### src/rtl/rr_request_encoder8_pkg.sv
// Shared constants and helpers for the 8-way round-robin request encoder.
package rr_request_encoder8_pkg;

    localparam int N_REQ = 8;
    localparam int IDX_W = 3;

    localparam logic [IDX_W-1:0] RR_PTR_RST = 3'd0;

    function automatic logic [N_REQ-1:0] onehot8(input logic [IDX_W-1:0] idx);
        return N_REQ'(1) << idx;
    endfunction

endpackage

### src/rtl/rr_request_encoder8_if.sv
// Request/grant bundle between the request sources, the encoder and the index consumer.
interface rr_request_encoder8_if;
    import rr_request_encoder8_pkg::*;

    logic [N_REQ-1:0] req;
    logic             flush;
    logic [IDX_W-1:0] out_idx;
    logic             out_valid;
    logic             out_ready;
    logic [N_REQ-1:0] pending_o;

    modport master (
        input  req, flush, out_ready,
        output out_idx, out_valid, pending_o
    );

    modport slave (
        output req, flush, out_ready,
        input  out_idx, out_valid, pending_o
    );

endinterface

### src/rtl/rr_request_encoder8_pick8.sv
// Combinational round-robin pick: first set bit of cand at or after ptr, wrapping 7 to 0.
module rr_pick8
    import rr_request_encoder8_pkg::*;
(
    input  logic [N_REQ-1:0] cand_i,
    input  logic [IDX_W-1:0] ptr_i,
    output logic [IDX_W-1:0] pick_o,
    output logic             any_o
);

    logic [N_REQ-1:0] rot;
    logic [IDX_W-1:0] off;

    // Rotating right by ptr puts the highest-priority candidate at bit 0.
    assign rot = (cand_i >> ptr_i) | (cand_i << (4'd8 - {1'b0, ptr_i}));

    always_comb begin
        off   = '0;
        any_o = 1'b0;
        for (int i = N_REQ - 1; i >= 0; i--) begin
            if (rot[i]) begin
                off   = IDX_W'(i);
                any_o = 1'b1;
            end
        end
    end

    assign pick_o = off + ptr_i;

endmodule

### src/rtl/rr_request_encoder8.sv
// Sticky 8-source request collector with round-robin selection onto a registered valid/ready index slot.
module rr_request_encoder8
    import rr_request_encoder8_pkg::*;
(
    input  logic                  clk,
    input  logic                  rst,
    rr_request_encoder8_if.master bus
);

    logic [N_REQ-1:0] pending_q, pending_d;
    logic [IDX_W-1:0] rr_ptr_q, rr_ptr_d;
    logic [IDX_W-1:0] out_idx_q, out_idx_d;
    logic             out_valid_q, out_valid_d;

    logic [N_REQ-1:0] cand;
    logic [IDX_W-1:0] pick;
    logic             any;
    logic             slot_free;

    assign cand      = pending_q | bus.req;
    assign slot_free = !out_valid_q || bus.out_ready;

    rr_pick8 u_pick (
        .cand_i (cand),
        .ptr_i  (rr_ptr_q),
        .pick_o (pick),
        .any_o  (any)
    );

    always_comb begin
        pending_d   = cand;
        rr_ptr_d    = rr_ptr_q;
        out_idx_d   = out_idx_q;
        out_valid_d = out_valid_q;
        if (bus.flush) begin
            pending_d   = '0;
            out_valid_d = 1'b0;
        end else if (slot_free) begin
            if (any) begin
                // A request on the picked bit this cycle is absorbed by this grant.
                out_idx_d   = pick;
                out_valid_d = 1'b1;
                pending_d   = cand & ~onehot8(pick);
                rr_ptr_d    = pick + 3'd1;
            end else begin
                out_valid_d = 1'b0;
            end
        end
    end

    always_ff @(posedge clk or posedge rst) begin
        if (rst) begin
            pending_q   <= '0;
            rr_ptr_q    <= RR_PTR_RST;
            out_idx_q   <= '0;
            out_valid_q <= 1'b0;
        end else begin
            pending_q   <= pending_d;
            rr_ptr_q    <= rr_ptr_d;
            out_idx_q   <= out_idx_d;
            out_valid_q <= out_valid_d;
        end
    end

    assign bus.out_idx   = out_idx_q;
    assign bus.out_valid = out_valid_q;
    assign bus.pending_o = pending_q;

endmodule
### src/flat_wrapper.sv
// flat-port wrapper written by rule: the top's interface ports become plain ports
module rr_request_encoder8_flat import rr_request_encoder8_pkg::*;
  (clk, rst, bus_req, bus_flush, bus_out_ready, bus_out_idx, bus_out_valid, bus_pending_o);
  rr_request_encoder8_if bus_i ();
  input  logic clk;
  input  logic rst;
  input wire logic [$bits(bus_i.req)-1:0] bus_req;
  input wire logic [$bits(bus_i.flush)-1:0] bus_flush;
  input wire logic [$bits(bus_i.out_ready)-1:0] bus_out_ready;
  output wire logic [$bits(bus_i.out_idx)-1:0] bus_out_idx;
  output wire logic [$bits(bus_i.out_valid)-1:0] bus_out_valid;
  output wire logic [$bits(bus_i.pending_o)-1:0] bus_pending_o;
  assign bus_i.req = bus_req;
  assign bus_i.flush = bus_flush;
  assign bus_i.out_ready = bus_out_ready;
  assign bus_out_idx = bus_i.out_idx;
  assign bus_out_valid = bus_i.out_valid;
  assign bus_pending_o = bus_i.pending_o;
  rr_request_encoder8 u_core (.clk(clk), .rst(rst), .bus(bus_i));
endmodule
### config.mk
export PLATFORM = sky130hd
export DESIGN_NAME = rr_request_encoder8_flat
export DESIGN_NICKNAME = d
export VERILOG_FILES = /design/src/rtl/rr_request_encoder8_pkg.sv /design/src/rtl/rr_request_encoder8_if.sv /design/src/rtl/rr_request_encoder8_pick8.sv /design/src/rtl/rr_request_encoder8.sv /design/src/flat_wrapper.sv
export SDC_FILE = /design/constraint.sdc
export NUM_CORES = 1
export LEC_CHECK = 0
export ABC_CLOCK_PERIOD_IN_PS = 13400
export BUFFER_PORTS_ARGS = -buffer_cell sky130_fd_sc_hd__buf_2
export CAP_MARGIN = 20
export CORE_MARGIN = 5
export CORE_UTILIZATION = 62
export DETAILED_ROUTE_END_ITERATION = 8
export PLACE_DENSITY = 0.9
export SYNTH_ARGS = -nofsm -noshare
export SYNTH_HDL_FRONTEND = slang
export SYNTH_SLANG_ARGS = --single-unit
### constraint.sdc
create_clock -name clk -period 13.4 [get_ports clk]
set_input_delay 2.68 -clock clk [delete_from_list [all_inputs] [get_ports clk]]
set_output_delay 2.68 -clock clk [all_outputs]
set_load 0.02 [all_outputs]
==> results.md, run 1 <==
- Final worst slack: ~7.3 ns
- Core Rows: 19
- Setup Skew: between 0.01 and 0.015 ns
- Setup crit start kind: input port
- Design Area, Final: between 1500 and 2000 um2
- GR Util met1: 30.4%
- Slew headroom: 38.0%
- Initial antenna violation count: 0
- Seq/Total Area, Yosys: approximately 22%
- GRT overflow: 0
- Worst-path cell chain: buf_2, nor2_1, a211oi_1, or2_2, a31o_2, or3_1, a21oi_1, nor2_1, fa_1, xor2_1, xnor2_1, ha_1, mux2i_1
- Antenna Nets Post-Route: 0
- Post-Synthesis Cells: 197
- # port buffers: 23
- Fin crit share: between 40% and 50%
- Final-stage net count: about 230
- DP Area: around 1800 um2
- Depth of the CTS H-tree: 1
- Unrepaired setup endpoints after global routing: no
- Grt met3 use: 3.24%
- Resize count post-CTS: 0
- Top_reg_cell synth: dfrtp_1
- Die Ht: roughly 63 um
- Clock Sinks: 15
- Share of cells above drive strength 1: roughly 26%
- Status: finished, final reports clean
- Pin count of the biggest net entering global routing: 30
- CP Capture Type: flop
- Hold path start: u_core.bus.out_idx[1]$_DFFE_PP0P_
- Netlist cell types: 53
- CORE AREA: between 2000 and 3000 um2
- Crit path time final: 6.09 ns
- Yosys reg bits: 15
- Reg clk slew, reported paths: about 0.10 ns
- Max Slew Vio Count: 0
- Area Growth Syn to Fin: 4.24%
- Synth Cell Area: approximately 1700 um2
- Setup crit start: bus_req[0]
- Final setup violation count: 0
- Reg2Reg Launch Point: u_core.rr_ptr_q[0]$_DFFE_PP0P_
- Number of iterations in the first detailed-routing pass: 5
- Antenna Cells: 0
- Worst Tran Pin Value: ~0.93 ns
- HP Class: flop to flop
- Max Cap Viol: 0
- GR Layer Usage met2: a little under two fifths
- Synth warn: 0
- Critical path class: input port to flop
- Vias in the first global route: about 1600
- Io pins: 24
- WL final: approximately 4400 um
- Max incr delay on CP: approximately 0.61 ns
- Initial core utilization: between 60% and 70%
- CP required: around 14 ns
- Total GRT Usage: between 20% and 30%
- Die width: around 63 um
- CTS buffer count: 3
- Net Count, Synth: approximately 220
- Post-cts hold buffer count: 0
- Fmax: 164 MHz
- DP HPWL: 3380 um
- CTS tree: done
- # fillers: 230
- Die area: slightly below 4000 um2
- Deepest clock path buffer count: 2
- GR peak layer: met2
- Starting DRC count in detailed routing: around 160
- Hold Fails Final Rpt: 0
- Setup Buffers After CTS: 0
- Worst-Skew Late Latency: ~0.3 ns
- Setup_tns: 0 ns
- Syn Area/Cell: approximately 8.7 um2
- Vias/cell: a little under 7
- Via count: 1669
- Pre-CTS WS: slightly above 7 ns
- Routability congestion estimate: 0.959
- Asr flop ratio synth: 100%
- Post-synth EDFFs: 0
- CP Max Fanout: 9
- First-pass GRT wire length: about 7400 um
- Critical Path Most Common Cell: nor2_1
- Slowest CP cell: xor2_1
- Drt wl/cell: 18.2 um
- Root Buffer: clkbuf_4
- # DRC: 0
- Reg-to-reg slack, setup: between 7 and 8 ns
- Crit path DAT: about 6.3 ns
[stage by stage]
| step | util [%] | hold slack, ns | instances |
|---|---|---|---|
| finish | 65.8 | 0.486 | 244 |
| global route | 65.8 | 0.526 | 244 |
| CTS | 65.8 | 0.494 | 244 |
| detailed placement | 64.8 | 0.474 | 240 |
| global placement | 64.8 | 0.463 | 240 |
| floorplan | - | 0.609 | 197 |
[per-layer routing]
metal  up-vias  part of all wire, %
met4         0                  3.7
met2       101                   48
met1       774                   41
met3        20                  7.4
li1        774                    -
met5         -                    0
[cell type report]
cell class	instances	area, um2	area share [%]
timing repair buffer	23	115	6.45
inverter	9	33.8	1.89
tap	31	38.8	2.17
clock buffer	3	22.5	1.26
multi-input combinational	162	1190	66.9
clock inverter	1	5.00	0.281
sequential	15	375	21.0
[cells by family after synthesis]
family          count (synthesis)  share of synthesized area [%]
fa+ha+maj                       8                           6.29
mux                            11                           11.0
simple gates                   80                           25.8
xor+xnor                        4                           2.05
buf+inv                        20                           8.33
flops                          15                           21.9
compound gates                 59                           24.6
[synth_stat cells (all sizes together), types with 2 or more instances]
library cell	n	share of area [%]
inv	8	1.8
mux2	2	1.3
nor4	2	1.6
mux2i	3	1.8
a311oi	2	1.0
a31oi	2	0.73
nand2	10	2.2
a211oi	11	4.8
o32a	2	1.2
clkbuf	6	3.3
buf	5	3.1
nand2b	4	1.5
dfrtp	15	22
nor3	12	3.8
nand3	4	1.2
a2111oi	3	1.9
xnor2	3	1.5
o31ai	7	3.1
nor2	27	6.1
or3	2	0.73
a21oi	18	5.3
or2	10	3.8
nor3b	2	0.88
ha	7	5.1
mux4	6	7.9
a21bo	2	1.5
o21ai	5	1.5
[sequential cells by signal, indices dropped and copies added (netlist names)]
name	cells
u_core.rr_ptr_q	3
u_core.bus.pending_o	8
u_core.bus.out_idx	3
u_core.bus.out_valid	1
[final timing paths]
check                                                    end  cells after the start
hold / removal             u_core.bus.out_idx[1]$_DFFE_PP0P_                      1
setup / recovery              u_core.rr_ptr_q[2]$_DFFE_PP0P_                     13
min in group asynchronous  u_core.bus.pending_o[4]$_DFF_PP0_                      2
setup reg to reg              u_core.rr_ptr_q[2]$_DFFE_PP0P_                     15
hold reg to reg            u_core.bus.out_idx[1]$_DFFE_PP0P_                      1
max in group asynchronous     u_core.rr_ptr_q[1]$_DFFE_PP0P_                      2
[critical path: cells and delay by family]
kind,cells,cell delay [ns]
XOR/XNOR,2,0.79
AO/OA/AOI/OAI,3,0.67
adder cells (fa/ha/maj),2,0.78
AND/OR/NAND/NOR,4,1.11
buffers and inverters,1,0.10
multiplexers,1,0.16
[layout by cell type (no fill, tap or decap), types with 2 or more instances in the layout]
master and instances:
nor2_1 26, buf_2 23, a21oi_1 18, dfrtp_1 15, a211oi_1 11, nor3_1 11
nand2_1 10, or2_2 9, inv_1 8, o31ai_1 7, ha_1 7, mux4_2 6
o21ai_0 5, nand2b_1 4, nand3_1 4, xnor2_1 3, mux2i_1 3, clkbuf_4 3
o32a_1 2, nor3b_1 2, a31oi_1 2, or3_1 2, a311oi_1 2, a2111oi_0 2
mux2_1 2
Power of run 1 is left out: the tool's default activity adds up to more than one toggle a clock period on the data nets, which glitch-free logic cannot reach.
==> run 2, diff against run 1 <==
ABC_CLOCK_PERIOD_IN_PS = 6250   (was 13400)
CORE_UTILIZATION = 58   (was 62)
PLACE_DENSITY = 0.86   (was 0.9)
clock period = 6.25 ns   (was 13.4 ns; I/O delays follow)
==> run 2 against run 1 <==
Against the previous run:
- via count rose by 0.30%
- routed wire length rose by 1.5%
- cell area rose by 0.35%
- clock skew fell by 0.0070 ns
- utilization fell by 1.5 points
- worst setup slack got worse by 6.0 ns
- global-route usage fell by 0.99 points
- count of clock-buffer cells in the layout rose by 1
- highest routed layer unchanged
- non-clock buffer count rose by 1
==> results.md, run 2 (same netlist as run 1, synthesis figures left out) <==
- Status: finished, final reports clean
- Routability congestion estimate: 0.944 (-1.5%)
- Setup Skew: 0.00679 ns (-0.00700 ns)
- Worst Tran Pin Value: 0.730 ns (-0.199 ns)
- CTS buffer count: 3 (unchanged)
- Crit path time final: slightly below 5 ns
- Pin count of the biggest net entering global routing: 29 (-3.3%)
- Die Ht: 64.3 um (+2.9%)
- Setup Buffers After CTS: 0 (unchanged)
- Reg-to-reg slack, setup: 1.35 ns (-6.36 ns)
- Via count: 1674 (+0.30%)
- Critical path class: flop to flop
- Share of cells above drive strength 1: 25.7% (-0.12 points)
- Slowest CP cell: dfrtp_1
- Reg clk slew, reported paths: 0.10 ns (about the same)
- CP Max Fanout: 15 (+6)
- CORE AREA: 2780 um2 (+2.6%)
- Vias in the first global route: 1579 (+0.063%)
- GRT overflow: 0 (unchanged)
- Reg2Reg Launch Point: u_core.rr_ptr_q[1]$_DFFE_PP0P_
- Max incr delay on CP: 0.70 ns (+0.09 ns)
- DP HPWL: 3370 um (-0.37%)
- Die width: 64.3 um (+2.9%)
- # port buffers: 23 (unchanged)
- Drt wl/cell: 18.4 um (+1.1%)
- Core Rows: 19 (unchanged)
- Die area: 4140 um2 (+5.8%)
- Initial antenna violation count: 0 (unchanged)
- Commonest non-fill, non-tap cell in the layout: nor2_1
- Total GRT Usage: 21.9% (-0.99 points)
- Critical Path Most Common Cell: ha_1
- Fmax: 204 MHz
- Crit path DAT: 5.09 ns (-1.22 ns)
- Worst-Skew Late Latency: 0.28 ns (-0.02 ns)
- Hold path start: u_core.bus.out_idx[0]$_DFFE_PP0P_
- Max Slew Vio Count: 0 (unchanged)
- Fin crit share: between 70% and 80%
- WL final: 4510 um (+1.5%)
- Setup crit start: u_core.rr_ptr_q[1]$_DFFE_PP0P_
- Most frequent cells in the layout: nor2_1 (26), buf_2 (23), a21oi_1 (18)
- Vias/cell: 6.83 (-0.11%)
- Hold Fails Final Rpt: 0 (unchanged)
- Slew headroom: 51.2% (+13 points)
- Antenna Cells: 0 (unchanged)
- Clock Sinks: 15 (unchanged)
- Io pins: 24 (unchanged)
- Final setup violation count: 0 (unchanged)
- Worst-path cell chain: inv_1, ha_1, nor3_1, a211oi_1, nor3_1, a2111oi_2, nor3b_1, o21ai_0, a21oi_1, ha_1, fa_1, xor2_1, xnor2_1, ha_1, a311oi_1
- CTS tree: done
- Depth of the CTS H-tree: 1 (unchanged)
- Setup_tns: 0 ns (unchanged)
- First-pass GRT wire length: 7400 um (-0.47%)
- Number of iterations in the first detailed-routing pass: 5 (unchanged)
- Largest register FFs: 8 (unchanged)
- Deepest clock path buffer count: 2 (unchanged)
- Antenna Nets Post-Route: 0 (unchanged)
- Final-stage net count: 235 (+0.43%)
- Resize count post-CTS: 0 (unchanged)
- CP required: 6.44 ns (-7.18 ns)
- Initial core utilization: 61.5% (-1.6 points)
- Post-cts hold buffer count: 0 (unchanged)
- Unrepaired setup endpoints after global routing: no
- HP Class: flop to flop
- Root Buffer: clkbuf_4
- Area Growth Syn to Fin: 4.61%
- # DRC: 0 (unchanged)
- Starting DRC count in detailed routing: 187 (+15%)
- Max Cap Viol: 0 (unchanged)
- CP Capture Type: flop
- Setup crit start kind: flop
==> run 2: cell types whose count changed in the layout (fill, tap and decap cells not counted), sizes merged <==
| cell | delta |
|---|---|
| buf | +1 |
| clkinv | -1 |
| clkbuf | +1 |
==> run 2: final timing paths <==
path | endpoint | cells past startpoint
setup / recovery | u_core.bus.pending_o[3]$_DFF_PP0_ | 15
setup reg to reg | u_core.bus.pending_o[3]$_DFF_PP0_ | 15
hold reg to reg | u_core.bus.out_idx[0]$_DFFE_PP0P_ | 1
hold / removal | u_core.bus.out_idx[0]$_DFFE_PP0P_ | 1
max in group asynchronous | u_core.bus.pending_o[2]$_DFF_PP0_ | 2
min in group asynchronous | u_core.bus.out_idx[1]$_DFFE_PP0P_ | 2
==> run 2: metrics by stage <==
stage          utilization [%]  area [um2]  hold WS [ns]  instances  setup WS [ns]
6_report                  64.4        1790         0.490        245           1.35
5_1_grt                   64.4        1790         0.524        245           1.02
4_1_cts                   64.4        1790         0.492        245           1.43
3_5_place_dp              63.4        1760         0.471        241           1.43
3_3_place_gp              63.4        1760         0.465        241           1.49
2_1_floorplan                -        1710         0.609        197           1.91
==> run 2: per-layer routing <==
metal  vias to the layer above  global-route usage [%]  wire, um  part of all wire [%]
li1                        778                       -         -                     -
met1                       788                    29.8      1800                    40
met2                        90                    35.9      2260                    50
met3                        18                    1.58       329                   7.3
met4                         0                    8.91       127                   2.8
met5                         -                       0         0                     0
==> run 2: area by class of cell <==
type | count | area, um2
flip-flops and latches | 15 | 375
repair buffers | 24 | 123
fillers | 237 | 991
clock buffers | 4 | 26.3
well taps | 31 | 38.8
inverters | 9 | 33.8
multi-input cells | 162 | 1190
==> run 2: critical path, delay by kind of cell, from the launching register on <==
family | cells | cell delay [ns]
compound gates | 5 | 1.47
buf+inv | 1 | 0.15
flops | 1 | 0.70
xor+xnor | 2 | 0.80
fa+ha+maj | 4 | 1.38
simple gates | 3 | 0.31
Power of run 2 is left out for the same reason.
==> run 3, diff against run 2 <==
ABC_AREA = 1   (was unset)
ABC_CLOCK_PERIOD_IN_PS = 4400   (was 6250)
CORE_UTILIZATION = 51   (was 58)
PLACE_DENSITY = 0.81   (was 0.86)
clock period = 4.4 ns   (was 6.25 ns; I/O delays follow)
==> run 3 against run 2 <==
Against the previous run:
- register-to-register slack got worse by 0.65 ns
- fmax rose by 32%
- clock skew grew 0.0013 ns
- sequential share of layout area rose by 0.89 points
- non-clock buffer count unchanged
- count of clock-buffer cells in the layout is the same
- via count decreased by 10%
- critical path depth grew 5
- synthesized cell count grew 20%
- utilization is 7.2 points lower
- first-iteration DRC count decreased by 56%
- critical endpoint is now u_core.rr_ptr_q[2]$_DFFE_PP0P_
- sequential cell count is the same
==> results.md, run 3 <==
- Status: finished, final reports clean
- Post-Synthesis Cells: 236 (+20%)
- Post-cts hold buffer count: 0 (unchanged)
- Syn Area/Cell: 6.65 um2 (-23%)
- Crit path time final: 3.70 ns (-1.20 ns)
- Yosys reg bits: 15 (unchanged)
- Post-synth top area share: 23.9% (+2.0 points)
- Setup crit start: u_core.rr_ptr_q[1]$_DFFE_PP0P_
- First-pass GRT wire length: 5960 um (-19%)
- Commonest non-fill, non-tap cell in the layout: nand2_1
- Worst Tran Pin Value: 0.554 ns (-0.176 ns)
- CORE AREA: 3000 um2 (+8.0%)
- CP Capture Type: flop
- GRT overflow: 0 (unchanged)
- Seq/Total Area, Yosys: 23.9% (+2.0 points)
- Antenna Cells: 0 (unchanged)
- Slew headroom: 63.0% (+12 points)
- Via count: 1506 (-10%)
- Initial antenna violation count: 0 (unchanged)
- Netlist cell types: 26 (-51%)
- Reg-to-reg slack, setup: 0.70 ns (-0.65 ns)
- HP Class: flop to flop
- Depth of the CTS H-tree: 1 (unchanged)
- Hold path start: u_core.bus.out_idx[0]$_DFFE_PP0P_
- Initial core utilization: 52.3% (-9.2 points)
- Largest register FFs: 8 (unchanged)
- Setup_tns: 0 ns (unchanged)
- Leading area contributor after synthesis: dfrtp_1
- Number of iterations in the first detailed-routing pass: 4 (-1)
- Setup Buffers After CTS: 0 (unchanged)
- CTS tree: done
- Vias in the first global route: 1327 (-16%)
- Io pins: 24 (unchanged)
- Final-stage net count: 282 (+20%)
- Reg2Reg Launch Point: u_core.rr_ptr_q[1]$_DFFE_PP0P_
- Root Buffer: clkbuf_4
- # port buffers: 23 (unchanged)
- # fillers: 272 (+15%)
- Die Ht: 65.5 um (+1.8%)
- Worst-Skew Late Latency: 0.29 ns (about the same)
- Synth warn: 0 (unchanged)
- WL final: 3550 um (-21%)
- Synth Cell Area: 1570 um2 (-8.3%)
- Deepest clock path buffer count: 2 (unchanged)
- Core Rows: 20 (+1)
- Storage cell area: 375 um2 (unchanged)
- CTS buffer count: 3 (unchanged)
- Area Growth Syn to Fin: 9.40%
- Drt wl/cell: 12.1 um (-34%)
- Hold Fails Final Rpt: 0 (unchanged)
- DP HPWL: 2900 um (-14%)
- Synth top area cells: dfrtp_1 (24%), nand2_1 (17%), nand3_1 (8.6%)
- Resize count post-CTS: 0 (unchanged)
- Top_reg_cell synth: dfrtp_1
- Setup crit start kind: flop
- Routability congestion estimate: 0.879 (-7.0%)
- Crit path DAT: 3.93 ns (-1.16 ns)
- Multi-input logic area: 1040 um2 (-13%)
- Count leader, synth: nand2_1
- Most frequent cells in the layout: nand2_1 (73), nand3_1 (27), inv_1 (23), buf_2 (23), nor2_1 (20)
- Critical path class: flop to flop
- Starting DRC count in detailed routing: 82 (-56%)
- CP Max Fanout: 9 (-6)
- Unrepaired setup endpoints after global routing: no
- Setup Skew: 0.00813 ns (+0.00134 ns)
- Fin crit share: 84.1% (+5.7 points)
- Asr flop ratio synth: 100% (unchanged)
- CP required: 4.63 ns (-1.81 ns)
- Die area: 4290 um2 (+3.7%)
- Die width: 65.5 um (+1.8%)
- Post-synth EDFFs: 0 (unchanged)
- Max Slew Vio Count: 0 (unchanged)
- Fmax: 270 MHz (+32%)
- Most common library cells after synthesis: nand2_1 (73), nand3_1 (27), inv_1 (23)
- # DRC: 0 (unchanged)
- Max Cap Viol: 0 (unchanged)
- Total GRT Usage: 17.7% (-4.2 points)
- Reg clk slew, reported paths: 0.09 ns (about the same)
- Vias/cell: 5.12 (-25%)
- Pin count of the biggest net entering global routing: 16 (-45%)
- Net Count, Synth: 256 (+18%)
- Share of cells above drive strength 1: 29.9% (+4.2 points)
- Clock Sinks: 15 (unchanged)
- Final setup violation count: 0 (unchanged)
- Antenna Nets Post-Route: 0 (unchanged)
-- run 3: worst max-delay path, stage by stage, from the launching register on --
cell	delay [ns]
dfrtp_1	0.51
inv_2	0.13
ha_1	0.39
inv_2	0.18
nand3_1	0.12
nand3_1	0.08
nand3_1	0.13
nand2_1	0.11
o21ai_0	0.08
nand2_1	0.06
nand2_1	0.04
nand2_1	0.05
a21boi_0	0.08
ha_1	0.20
fa_1	0.38
xor2_1	0.17
nand3b_2	0.25
nand2_4	0.17
inv_1	0.06
ha_1	0.31
o21ai_2	0.13
-- run 3: layout make-up --
| class | instances | area share [%] |
|---|---|---|
| Multi-Input combinational cell | 187 | 60.3 |
| Sequential cell | 15 | 21.8 |
| Timing Repair Buffer | 24 | 7.14 |
| Inverter | 31 | 6.77 |
| Tap cell | 33 | 2.40 |
| Clock buffer | 4 | 1.53 |
-- run 3: kinds of logic after synthesis --
logic type | count (synthesis) | share of synthesized area, %
xor gates and xnor gates | 1 | 0.558
and+or+nand+nor | 154 | 48.0
DFF | 15 | 23.9
adders and majority gates | 8 | 6.85
AOI/OAI and AO/OA | 24 | 10.5
buffers and inverters | 34 | 10.1
-- run 3: per-layer routing --
layer	share of wire [%]	global-route usage, %	vias to the layer above
met5	0	0	-
met4	0.87	4.40	0
met3	6.2	4.10	4
met2	45	27.1	49
met1	48	25.1	662
li1	-	-	791
-- run 3: worst paths after layout --
check                                               endpoint  cells after the start
max in group asynchronous  u_core.bus.pending_o[3]$_DFF_PP0_                      2
hold reg to reg            u_core.bus.out_idx[0]$_DFFE_PP0P_                      2
setup / recovery              u_core.rr_ptr_q[2]$_DFFE_PP0P_                     20
setup reg to reg              u_core.rr_ptr_q[2]$_DFFE_PP0P_                     20
hold / removal             u_core.bus.out_idx[0]$_DFFE_PP0P_                      2
min in group asynchronous  u_core.bus.out_idx[2]$_DFFE_PP0P_                      2
-- run 3: per-stage QoR --
stage	cell area, um2	worst slack [ns]	instances	hold WS (ns)	util, %
6_report	1720	0.700	294	0.494	57.2
5_1_grt	1720	0.423	294	0.524	57.2
4_1_cts	1720	0.725	294	0.492	57.2
3_5_place_dp	1690	0.643	290	0.471	56.3
3_3_place_gp	1690	0.688	290	0.468	56.3
2_1_floorplan	1570	1.05	236	0.587	-
Power of run 3 is left out for the same reason.
